===== config.mk =====
export PLATFORM = sky130hd
export DESIGN_NAME = jesd_sysref_gen_flat
export DESIGN_NICKNAME = d
export VERILOG_FILES = /design/src/rtl/jesd_sysref_pkg.sv /design/src/rtl/jesd_sysref_if.sv /design/src/rtl/jesd_sysref_gen_sync_debounce.sv /design/src/rtl/jesd_sysref_gen.sv /design/src/flat_wrapper.sv
export SDC_FILE = /design/constraint.sdc
export NUM_CORES = 1
export LEC_CHECK = 0
export ABC_AREA = 1
export ABC_CLOCK_PERIOD_IN_PS = 4000
export CORE_UTILIZATION = 35
export CTS_CLUSTER_DIAMETER = 120
export DETAILED_ROUTE_END_ITERATION = 7
export PLACE_DENSITY = 0.59
export REMOVE_ABC_BUFFERS = 1
export SLEW_MARGIN = 20
export SYNTH_ARGS = -nofsm -noshare
export SYNTH_HDL_FRONTEND = slang
export SYNTH_SLANG_ARGS = --single-unit
export TNS_END_PERCENT = 10

===== constraint.sdc =====
create_clock -name clk_160MHz -period 4 [get_ports clk_160MHz]
set_clock_uncertainty 0.05 [all_clocks]
set_input_delay 0.4 -clock clk_160MHz [delete_from_list [all_inputs] [get_ports clk_160MHz]]
set_output_delay 0.4 -clock clk_160MHz [all_outputs]
set_load 0.005 [all_outputs]

===== src/rtl/jesd_sysref_pkg.sv =====
// Shared types for the JESD204B SYSREF / LMFC generator.
// FSM state encoding and sequence-mode constants.
package jesd_sysref_pkg;

  typedef enum logic [1:0] {
    S_IDLE,
    S_ARM,
    S_RUN,
    S_DONE
  } state_t;

  localparam logic [1:0] MODE_OFF   = 2'b00;
  localparam logic [1:0] MODE_CONT  = 2'b01;
  localparam logic [1:0] MODE_NSHOT = 2'b10;
  localparam logic [1:0] MODE_GATED = 2'b11;

endpackage


===== src/rtl/jesd_sysref_if.sv =====
// Control/status bundle of the SYSREF generator.
// master drives requests, slave is the generator.
interface jesd_sysref_if #(
  parameter int CNT_W = 12
);

  logic [CNT_W-1:0] period;
  logic [1:0]       mode;
  logic [7:0]       shot_count;
  logic             start;
  logic             stop;
  logic             sysref;
  logic             lmfc_tick;
  logic             busy;
  logic             done;
  logic [7:0]       pulses_sent;
  logic             sync_ok;

  modport master (
    output period, mode, shot_count, start, stop,
    input  sysref, lmfc_tick, busy, done,
    input  pulses_sent, sync_ok
  );

  modport slave (
    input  period, mode, shot_count, start, stop,
    output sysref, lmfc_tick, busy, done,
    output pulses_sent, sync_ok
  );

endinterface


===== src/rtl/jesd_sysref_gen_sync_debounce.sv =====
// SYNC~ synchronizer with a consecutive-high stability filter.
// stable_hi drops on the first synchronized low sample.
module sync_debounce #(
  parameter int SYNC_STAGES = 2,
  parameter int STABLE_CYC  = 4
) (
  input  logic clk_160MHz,
  input  logic rst_n,
  input  logic async_in,
  output logic stable_hi
);

  localparam int CW = $clog2(STABLE_CYC + 1);

  logic [SYNC_STAGES-1:0] r_sync;
  logic [CW-1:0]          r_cnt;
  logic                   r_stable;
  logic                   w_s;

  assign w_s       = r_sync[SYNC_STAGES-1];
  assign stable_hi = r_stable;

  always_ff @(posedge clk_160MHz or negedge rst_n) begin
    if (!rst_n) begin
      r_sync   <= '0;
      r_cnt    <= '0;
      r_stable <= 1'b0;
    end else begin
      r_sync <= {r_sync[SYNC_STAGES-2:0], async_in};
      if (!w_s) begin
        r_cnt    <= '0;
        r_stable <= 1'b0;
      end else begin
        if (r_cnt != CW'(STABLE_CYC))
          r_cnt <= r_cnt + 1'b1;
        if (r_cnt >= CW'(STABLE_CYC - 1))
          r_stable <= 1'b1;
      end
    end
  end

endmodule


===== src/rtl/jesd_sysref_gen.sv =====
// JESD204B SYSREF strobe and LMFC tick generator.
// Continuous, N-shot and SYNC~-gated sequences.
module jesd_sysref_gen
  import jesd_sysref_pkg::*;
#(
  parameter int CNT_W       = 12,
  parameter int DEF_PERIOD  = 64,
  parameter int HIGH_CYCLES = 4,
  parameter int SYNC_STAGES = 2,
  parameter int STABLE_CYC  = 4
) (
  input  logic          clk_160MHz,
  input  logic          rst_n,
  input  logic          sync_n,
  jesd_sysref_if.slave  bus
);

  localparam logic [CNT_W-1:0] HI    = CNT_W'(HIGH_CYCLES);
  localparam logic [CNT_W-1:0] MIN_P = CNT_W'(2 * HIGH_CYCLES);
  localparam logic [CNT_W-1:0] DEF_P = CNT_W'(DEF_PERIOD);

  state_t           r_state;
  state_t           w_state_nxt;
  logic [CNT_W-1:0] r_phase;
  logic [CNT_W-1:0] w_phase_nxt;
  logic [CNT_W-1:0] r_period;
  logic [1:0]       r_mode;
  logic [7:0]       r_shot;
  logic [7:0]       r_pulses;
  logic [7:0]       w_cnt_inc;
  logic             r_stop_pend;
  logic             r_sysref;
  logic             r_tick;
  logic             w_sync_ok;
  logic             w_start_ok;
  logic             w_wrap;
  logic             w_pulse_end;
  logic             w_term;

  sync_debounce #(
    .SYNC_STAGES (SYNC_STAGES),
    .STABLE_CYC  (STABLE_CYC)
  ) u_sync (
    .clk_160MHz (clk_160MHz),
    .rst_n      (rst_n),
    .async_in   (sync_n),
    .stable_hi  (w_sync_ok)
  );

  assign w_start_ok  = bus.start && (r_state == S_IDLE)
                    && (bus.mode != MODE_OFF);
  assign w_wrap      = (r_phase == r_period - 1'b1);
  assign w_pulse_end = (r_state == S_RUN) && (r_phase == HI - 1'b1);
  assign w_cnt_inc   = (r_pulses == 8'hFF) ? r_pulses
                                           : r_pulses + 8'd1;

  // Stop seen this cycle counts as pending so it is never lost.
  assign w_term = ((r_mode == MODE_NSHOT) && (w_cnt_inc == r_shot))
               || ((r_mode == MODE_GATED) && w_sync_ok)
               || r_stop_pend || bus.stop;

  always_comb begin
    w_phase_nxt = r_phase + 1'b1;
    if (w_start_ok || w_wrap)
      w_phase_nxt = '0;
  end

  always_comb begin
    w_state_nxt = r_state;
    unique case (r_state)
      S_IDLE:
        if (w_start_ok)
          w_state_nxt = S_ARM;
      S_ARM:
        if (bus.stop)
          w_state_nxt = S_IDLE;
        else if (w_wrap)
          w_state_nxt = ((r_mode == MODE_NSHOT) && (r_shot == 8'd0))
                      ? S_DONE : S_RUN;
      S_RUN:
        if (w_pulse_end && w_term)
          w_state_nxt = S_DONE;
      S_DONE:
        w_state_nxt = S_IDLE;
      default:
        w_state_nxt = S_IDLE;
    endcase
  end

  always_ff @(posedge clk_160MHz or negedge rst_n) begin
    if (!rst_n) begin
      r_state     <= S_IDLE;
      r_phase     <= '0;
      r_period    <= DEF_P;
      r_mode      <= MODE_OFF;
      r_shot      <= '0;
      r_pulses    <= '0;
      r_stop_pend <= 1'b0;
      r_sysref    <= 1'b0;
      r_tick      <= 1'b0;
    end else begin
      r_state  <= w_state_nxt;
      r_phase  <= w_phase_nxt;
      r_tick   <= (w_phase_nxt == '0);
      r_sysref <= (r_state == S_RUN) && (r_phase < HI);
      if (w_start_ok) begin
        r_mode   <= bus.mode;
        r_shot   <= bus.shot_count;
        r_period <= (bus.period < MIN_P) ? MIN_P : bus.period;
        r_pulses <= '0;
      end else if (w_pulse_end) begin
        r_pulses <= w_cnt_inc;
      end
      if (r_state == S_IDLE)
        r_stop_pend <= 1'b0;
      else if ((r_state == S_RUN) && bus.stop)
        r_stop_pend <= 1'b1;
    end
  end

  assign bus.sysref      = r_sysref;
  assign bus.lmfc_tick   = r_tick;
  assign bus.busy        = (r_state != S_IDLE);
  assign bus.done        = (r_state == S_DONE);
  assign bus.pulses_sent = r_pulses;
  assign bus.sync_ok     = w_sync_ok;

endmodule


===== src/flat_wrapper.sv =====
// flat-port wrapper written by rule: the top's interface ports become plain ports
module jesd_sysref_gen_flat import jesd_sysref_pkg::*;
#(
  parameter int CNT_W       = 12,
  parameter int DEF_PERIOD  = 64,
  parameter int HIGH_CYCLES = 4,
  parameter int SYNC_STAGES = 2,
  parameter int STABLE_CYC  = 4
)
  (clk_160MHz, rst_n, sync_n, bus_period, bus_mode, bus_shot_count, bus_start, bus_stop, bus_sysref, bus_lmfc_tick, bus_busy, bus_done, bus_pulses_sent, bus_sync_ok);
  jesd_sysref_if #(.CNT_W(CNT_W)) bus_i ();
  input  logic clk_160MHz;
  input  logic rst_n;
  input  logic sync_n;
  input wire logic [$bits(bus_i.period)-1:0] bus_period;
  input wire logic [$bits(bus_i.mode)-1:0] bus_mode;
  input wire logic [$bits(bus_i.shot_count)-1:0] bus_shot_count;
  input wire logic [$bits(bus_i.start)-1:0] bus_start;
  input wire logic [$bits(bus_i.stop)-1:0] bus_stop;
  output wire logic [$bits(bus_i.sysref)-1:0] bus_sysref;
  output wire logic [$bits(bus_i.lmfc_tick)-1:0] bus_lmfc_tick;
  output wire logic [$bits(bus_i.busy)-1:0] bus_busy;
  output wire logic [$bits(bus_i.done)-1:0] bus_done;
  output wire logic [$bits(bus_i.pulses_sent)-1:0] bus_pulses_sent;
  output wire logic [$bits(bus_i.sync_ok)-1:0] bus_sync_ok;
  assign bus_i.period = bus_period;
  assign bus_i.mode = bus_mode;
  assign bus_i.shot_count = bus_shot_count;
  assign bus_i.start = bus_start;
  assign bus_i.stop = bus_stop;
  assign bus_sysref = bus_i.sysref;
  assign bus_lmfc_tick = bus_i.lmfc_tick;
  assign bus_busy = bus_i.busy;
  assign bus_done = bus_i.done;
  assign bus_pulses_sent = bus_i.pulses_sent;
  assign bus_sync_ok = bus_i.sync_ok;
  jesd_sysref_gen #(.CNT_W(CNT_W), .DEF_PERIOD(DEF_PERIOD), .HIGH_CYCLES(HIGH_CYCLES), .SYNC_STAGES(SYNC_STAGES), .STABLE_CYC(STABLE_CYC)) u_core (.clk_160MHz(clk_160MHz), .rst_n(rst_n), .sync_n(sync_n), .bus(bus_i));
endmodule

* Word level (Yosys, flattened, before mapping)
Index checks and enable logic that the tools add are counted.
** Word-level totals
- Flip-flop bits (word level) :: 53
- Bits in latches :: 0
- RAM bits :: 0
- ROM bits :: 0
- Bits of input ports :: 27
- Output and inout port bits :: 13
- Memories :: 0
** Operators by class
- Add/sub/neg operators :: 4
- Multiply operators :: 0
- Divide/modulo/power cells :: 0
- Order comparisons :: 3
- Equality and inequality tests :: 15
- Shift operators :: 0
- Multiplexer cells :: 17
- Bitwise gates (word level) :: 0
- Reduce and logical (&&, ||, !) cells :: 21
** Operators with widths (number)
- $mux W12 :: 2
- $mux W8 :: 3
- $add A12 B1 Y12 const B :: 1
- $eq A12 B12 Y1 :: 1
- $eq A12 B2 Y1 const B :: 1
- $logic_not A12 Y1 :: 1
- $lt A12 B3 Y1 const B :: 1
- $lt A12 B4 Y1 const B :: 1
- $sub A12 B1 Y12 const B :: 1
- $logic_and A1 B1 Y1 :: 9
- $add A8 B1 Y8 const B :: 1
- $eq A2 B2 Y1 const B :: 4
- $eq A8 B8 Y1 :: 1
- $eq A8 B8 Y1 const B :: 1
- $logic_not A8 Y1 :: 1
- $mux W2 :: 4
- $ne A2 B1 Y1 const B :: 4
- $pmux W2 S4 :: 1
- $reduce_bool A2 Y1 :: 4
- $mux W3 :: 2
- $mux W1 :: 5
- $logic_or A1 B1 Y1 :: 4
- $add A3 B1 Y3 const B :: 1
- $ge A3 B2 Y1 const B :: 1
- 5 further kinds :: 5

* Depth between registers and ports, before layout
- Depth in word-level cells :: 10
- Mapped depth :: 16
- Depth with buffers taken out :: 16

* Hierarchy
A second synthesis with hierarchy kept.
** Second synthesis, totals
- Cell total of the unflattened synthesis :: 465
- Area, all modules :: 3254.4 um^2
** By module, submodules not included
- jesd_sysref_gen :: instances 1, cells an instance 438, area each 2982.9 um^2
- sync_debounce :: instances 1, cells an instance 27, area each 271.5 um^2

* Least setup slack after synthesis
No wires, ideal clock.
- Kind :: reg2reg
- Start :: register u_core.r_period[0]
- End :: register u_core.r_phase[2]
- Library setup time :: 122 ps
- Arrival :: 1655 ps
- Required time :: 3828 ps
- Path slack :: 2173 ps
- Cell stages (with the launch flop) :: 13
- Cells stage by stage :: dfrtp_1 inv_2 ha_1 nand2_2 nor2_1 nand2_1 nand2_1 nand3_2 nor2_4 nand3_4 nand2_2 buf_2 nor3_1
** On the way
- Longest elaborated chain between the ends :: 4
** Ends and longest elaborated chain
- start: declaration :: RTL line jesd_sysref_gen.sv:26 : logic [CNT_W-1:0] r_period;
- start signal: assignment :: RTL line jesd_sysref_gen.sv:109 : r_period <= (bus.period < MIN_P) ? MIN_P : bus.period;
- $sub A12 B1 Y12 :: RTL line jesd_sysref_gen.sv:52 : assign w_wrap = (r_phase == r_period - 1'b1);
- $eq A12 B12 Y1 :: RTL line jesd_sysref_gen.sv:52
- $logic_or A1 B1 Y1 :: RTL line jesd_sysref_gen.sv:64 : if (w_start_ok || w_wrap)
- $mux W12 :: RTL line jesd_sysref_gen.sv:64
- via u_core.w_phase_nxt[2] :: RTL line jesd_sysref_gen.sv:25 : logic [CNT_W-1:0] w_phase_nxt;
- end signal: assignment :: RTL line jesd_sysref_gen.sv:103 : r_phase <= w_phase_nxt;
- end: declaration :: RTL line jesd_sysref_gen.sv:24 : logic [CNT_W-1:0] r_phase;
The timed path passes the listed nets, and every way through them passes these cells.
A chain may end at the register's enable or synchronous reset.

* Worst setup path after layout
- Start :: register u_core.r_period[0]
- End :: register u_core.r_tick, in the netlist u_core.bus.lmfc_tick
** On the way
- Longest elaborated chain between the ends :: 5
** Ends and longest elaborated chain
- $sub A12 B1 Y12 :: RTL line jesd_sysref_gen.sv:52
- $eq A12 B12 Y1 :: RTL line jesd_sysref_gen.sv:52
- $logic_or A1 B1 Y1 :: RTL line jesd_sysref_gen.sv:64
- $mux W12 :: RTL line jesd_sysref_gen.sv:64
- via u_core.w_phase_nxt[11] :: RTL line jesd_sysref_gen.sv:25
- $logic_not A12 Y1 :: RTL line jesd_sysref_gen.sv:104 : r_tick <= (w_phase_nxt == '0);
- end signal: assignment :: RTL line jesd_sysref_gen.sv:104
- end: declaration :: RTL line jesd_sysref_gen.sv:33 : logic r_tick;
The timed path passes the listed nets, and every way through them passes these cells.

==> impl_metrics.json <==
{
  "fin_crit_ns": 2.18,
  "drt_iter0_drc": 95,
  "syn_area_sq_um": 3180,
  "cts-root-buf": "clkbuf_8",
  "dieHeight_um": 97.3,
  "synthArstFlopShare": 1.00,
  "io_buffers": 39,
  "utilization": 0.435,
  "final.setup.tns_ns": 0,
  "grt-ovfl-total": 0,
  "cp-end-kind": "flip-flop",
  "wl_met1_mm": 3.74,
  "hpwlAfterDp_mm": 5.64,
  "rows": 34,
  "cts_buffers": 5,
  "cts_tree": "yes",
  "clkLatencyLatePin_ns": 0.31,
  "fin_crit_sh": 0.544,
  "drt-pass1-iter-count": 4,
  "hold_violations": 0,
  "place_area_sq_um": 3690,
  "htreeDepth": 2,
  "slew_viol_final": 0,
  "post_synth.cell_area_avg_sq_um": 7.21,
  "ir_worst_vdd_v": 0.000245,
  "yosysMostFrequentCell": "nand2_1",
  "crit_required_ns": 4.20,
  "initial_core_util": 0.363,
  "crit_path_start_kind": "flip-flop",
  "nNetsFinal": 516,
  "grt_pass1_wl_mm": 13.2,
  "vias": 2835,
  "place_inst": 584,
  "ios": 40,
  "wl_per_cell_um": 12.5,
  "wl_met3_um": 244,
  "synth_common_cells": "nand2_1, inv_1, dfrtp_1",
  "drc": 0,
  "maxSlewHeadroom": 0.435,
  "syn2layout_area_growth_pct": 19.7,
  "ant_nets": 0,
  "clk_pin_slew_ns": 0.10,
  "ys_warn_count": 0,
  "wl_mm": 7.42,
  "worstHoldPathType": "primary input to asynchronous set/reset pin",
  "maxCapViolations": 0,
  "routed.top_layer": "met4",
  "multi_input_area_sq_um": 1560,
  "drive_gt1_frac": 0.0661,
  "post_cts_buffers": 0,
  "pwr_density_cell_nw_per_um2": 594,
  "cts_resized": 0,
  "synth.yosys.seq_area_share": 0.417,
  "grt_max_degree": 54,
  "max_slew.worst_pin.slew_ns": 0.846,
  "pre_cts_slack_ns": 1.82,
  "post-route-cell-area_sq_um": 3810,
  "synth_cells": 441,
  "synth_edf_count": 0,
  "diodes": 0,
  "antenna_found_initial": 0,
  "yosysUniqueCellTypes": 31,
  "rsz0062_at_grt": "false",
  "synth_top_area_share": 0.409,
  "worst_slack_ns": 1.82,
  "die_w_um": 97.3,
  "fillerInstances": 900,
  "cts_hold_buf": 0,
  "fin_cells": 592,
  "power.total_mw": 2.26,
  "via_per_inst": 4.79,
  "cp_max_fo": 12,
  "synthTopCellsByArea": "dfrtp_1, nand2_1, inv_1",
  "outcome": "completed",
  "cts-root-to-sink-buffers": 2,
  "grt_pass1_vias": 2831,
  "die_area_sq_um": 9480,
  "place_congestion": 0.821,
  "grt.total_usage": 0.170,
  "yosysTopAreaCell": "dfrtp_1",
  "setup_viol": 0,
  "fmax_mhz": 459,
  "core_area_sq_um": 8760,
  "routed-wl-met2_mm": 3.33,
  "p_leak_nw": 1.88,
  "path_class": "flip-flop to flip-flop",
  "cts.sinks": 53,
  "arrival_ns": 2.38,
  "hold_ws_ns": 0.154,
  "regArea_sq_um": 1330,
  "synth_seq_cells": 53,
  "synth_flop_cell": "dfrtp_1"
}
==> placed cells by master, fill, tap and decap left out, types with 2 or more instances in the layout <==
master           count
nor2_2               4
o22ai_1              4
o21ai_1              2
xor2_1               9
nand4_1              7
inv_1               71
nor2_4               4
o21ai_0             28
nor4_1               3
o211ai_1             5
xnor2_1              7
buf_4                2
clkbuf_8             5
nand3_1             44
nor2_1              41
a22oi_1              2
nor3_1               4
a21oi_1              2
clkdlybuf4s50_1     38
or2_2                3
nand2_1            122
nand3b_1             2
inv_2                2
nand2_2              4
nand3_2              2
ha_1                 6
dfrtp_1             52
==> worst max-delay path, stage by stage (launching register included) <==
cell	delay [ns]
dfrtp_1	0.41
inv_2	0.11
ha_1	0.31
xnor2_1	0.18
inv_1	0.06
nand2_1	0.06
nand4_1	0.11
nor2_2	0.14
nand3_4	0.14
nand2_2	0.21
nor2_1	0.09
nor2_1	0.09
nand2_1	0.05
nor2_1	0.10
==> layout make-up <==
class | instances | share of cell area
clock buffers | 5 | 0.0181
repair buffers | 41 | 0.105
well taps | 108 | 0.0355
flip-flops and latches | 53 | 0.349
multi-input cells | 309 | 0.409
clock inverters | 3 | 0.0122
inverters | 73 | 0.0719
==> path summary, 6_finish.rpt <==
check / startpoint / endpoint / slack [ns] / cells after the start
setup / recovery: u_core.r_period[0] / u_core.bus.lmfc_tick / 1.82 / 13
hold / removal: rst_n / u_core.u_sync.stable_hi / 0.15 / 2
setup reg to reg: u_core.r_period[0] / u_core.bus.lmfc_tick / 1.82 / 13
hold reg to reg: u_core.u_sync.r_sync[0] / u_core.u_sync.r_sync[1] / 0.31 / 0
max in group asynchronous: rst_n / u_core.r_period[9] / 3.29 / 2
min in group clk_160MHz: u_core.u_sync.r_sync[0] / u_core.u_sync.r_sync[1] / 0.31 / 0
==> kinds of logic (layout without fill, tap and decap cells) <==
group | Yosys count | after routing | synth area share
and+or+nand+nor | 241 | 241 | 0.340
xor gates and xnor gates | 16 | 16 | 0.0440
AOI/OAI and AO/OA | 46 | 46 | 0.0818
buffers and inverters | 79 | 122 | 0.0936
adders and majority gates | 6 | 6 | 0.0236
DFF | 53 | 53 | 0.417
==> layer usage <==
layer | up-vias | GRT usage
met2 | 42 | 0.272
met3 | 8 | 0.0237
met4 | 0 | 0.0464
met5 | - | 0
li1 | 1477 | -
met1 | 1308 | 0.240
==> state kept, by name, summed over array words and instances (netlist names), named ones only <==
name,count
u_core.bus.lmfc_tick,1
u_core.bus.pulses_sent,8
u_core.bus.sysref,1
u_core.r_mode,2
u_core.r_period,12
u_core.r_phase,12
u_core.r_shot,8
u_core.r_state,1
u_core.r_stop_pend,1
u_core.u_sync.r_cnt,3
u_core.u_sync.r_sync,2
u_core.u_sync.stable_hi,1
==> report_power, final <==
group	internal, mW	switching (mW)
combinational	0.405	0.587
sequential	0.713	0.178
clock	0.188	0.192
total	1.31	0.957
Power figures use the tool's default switching activity.
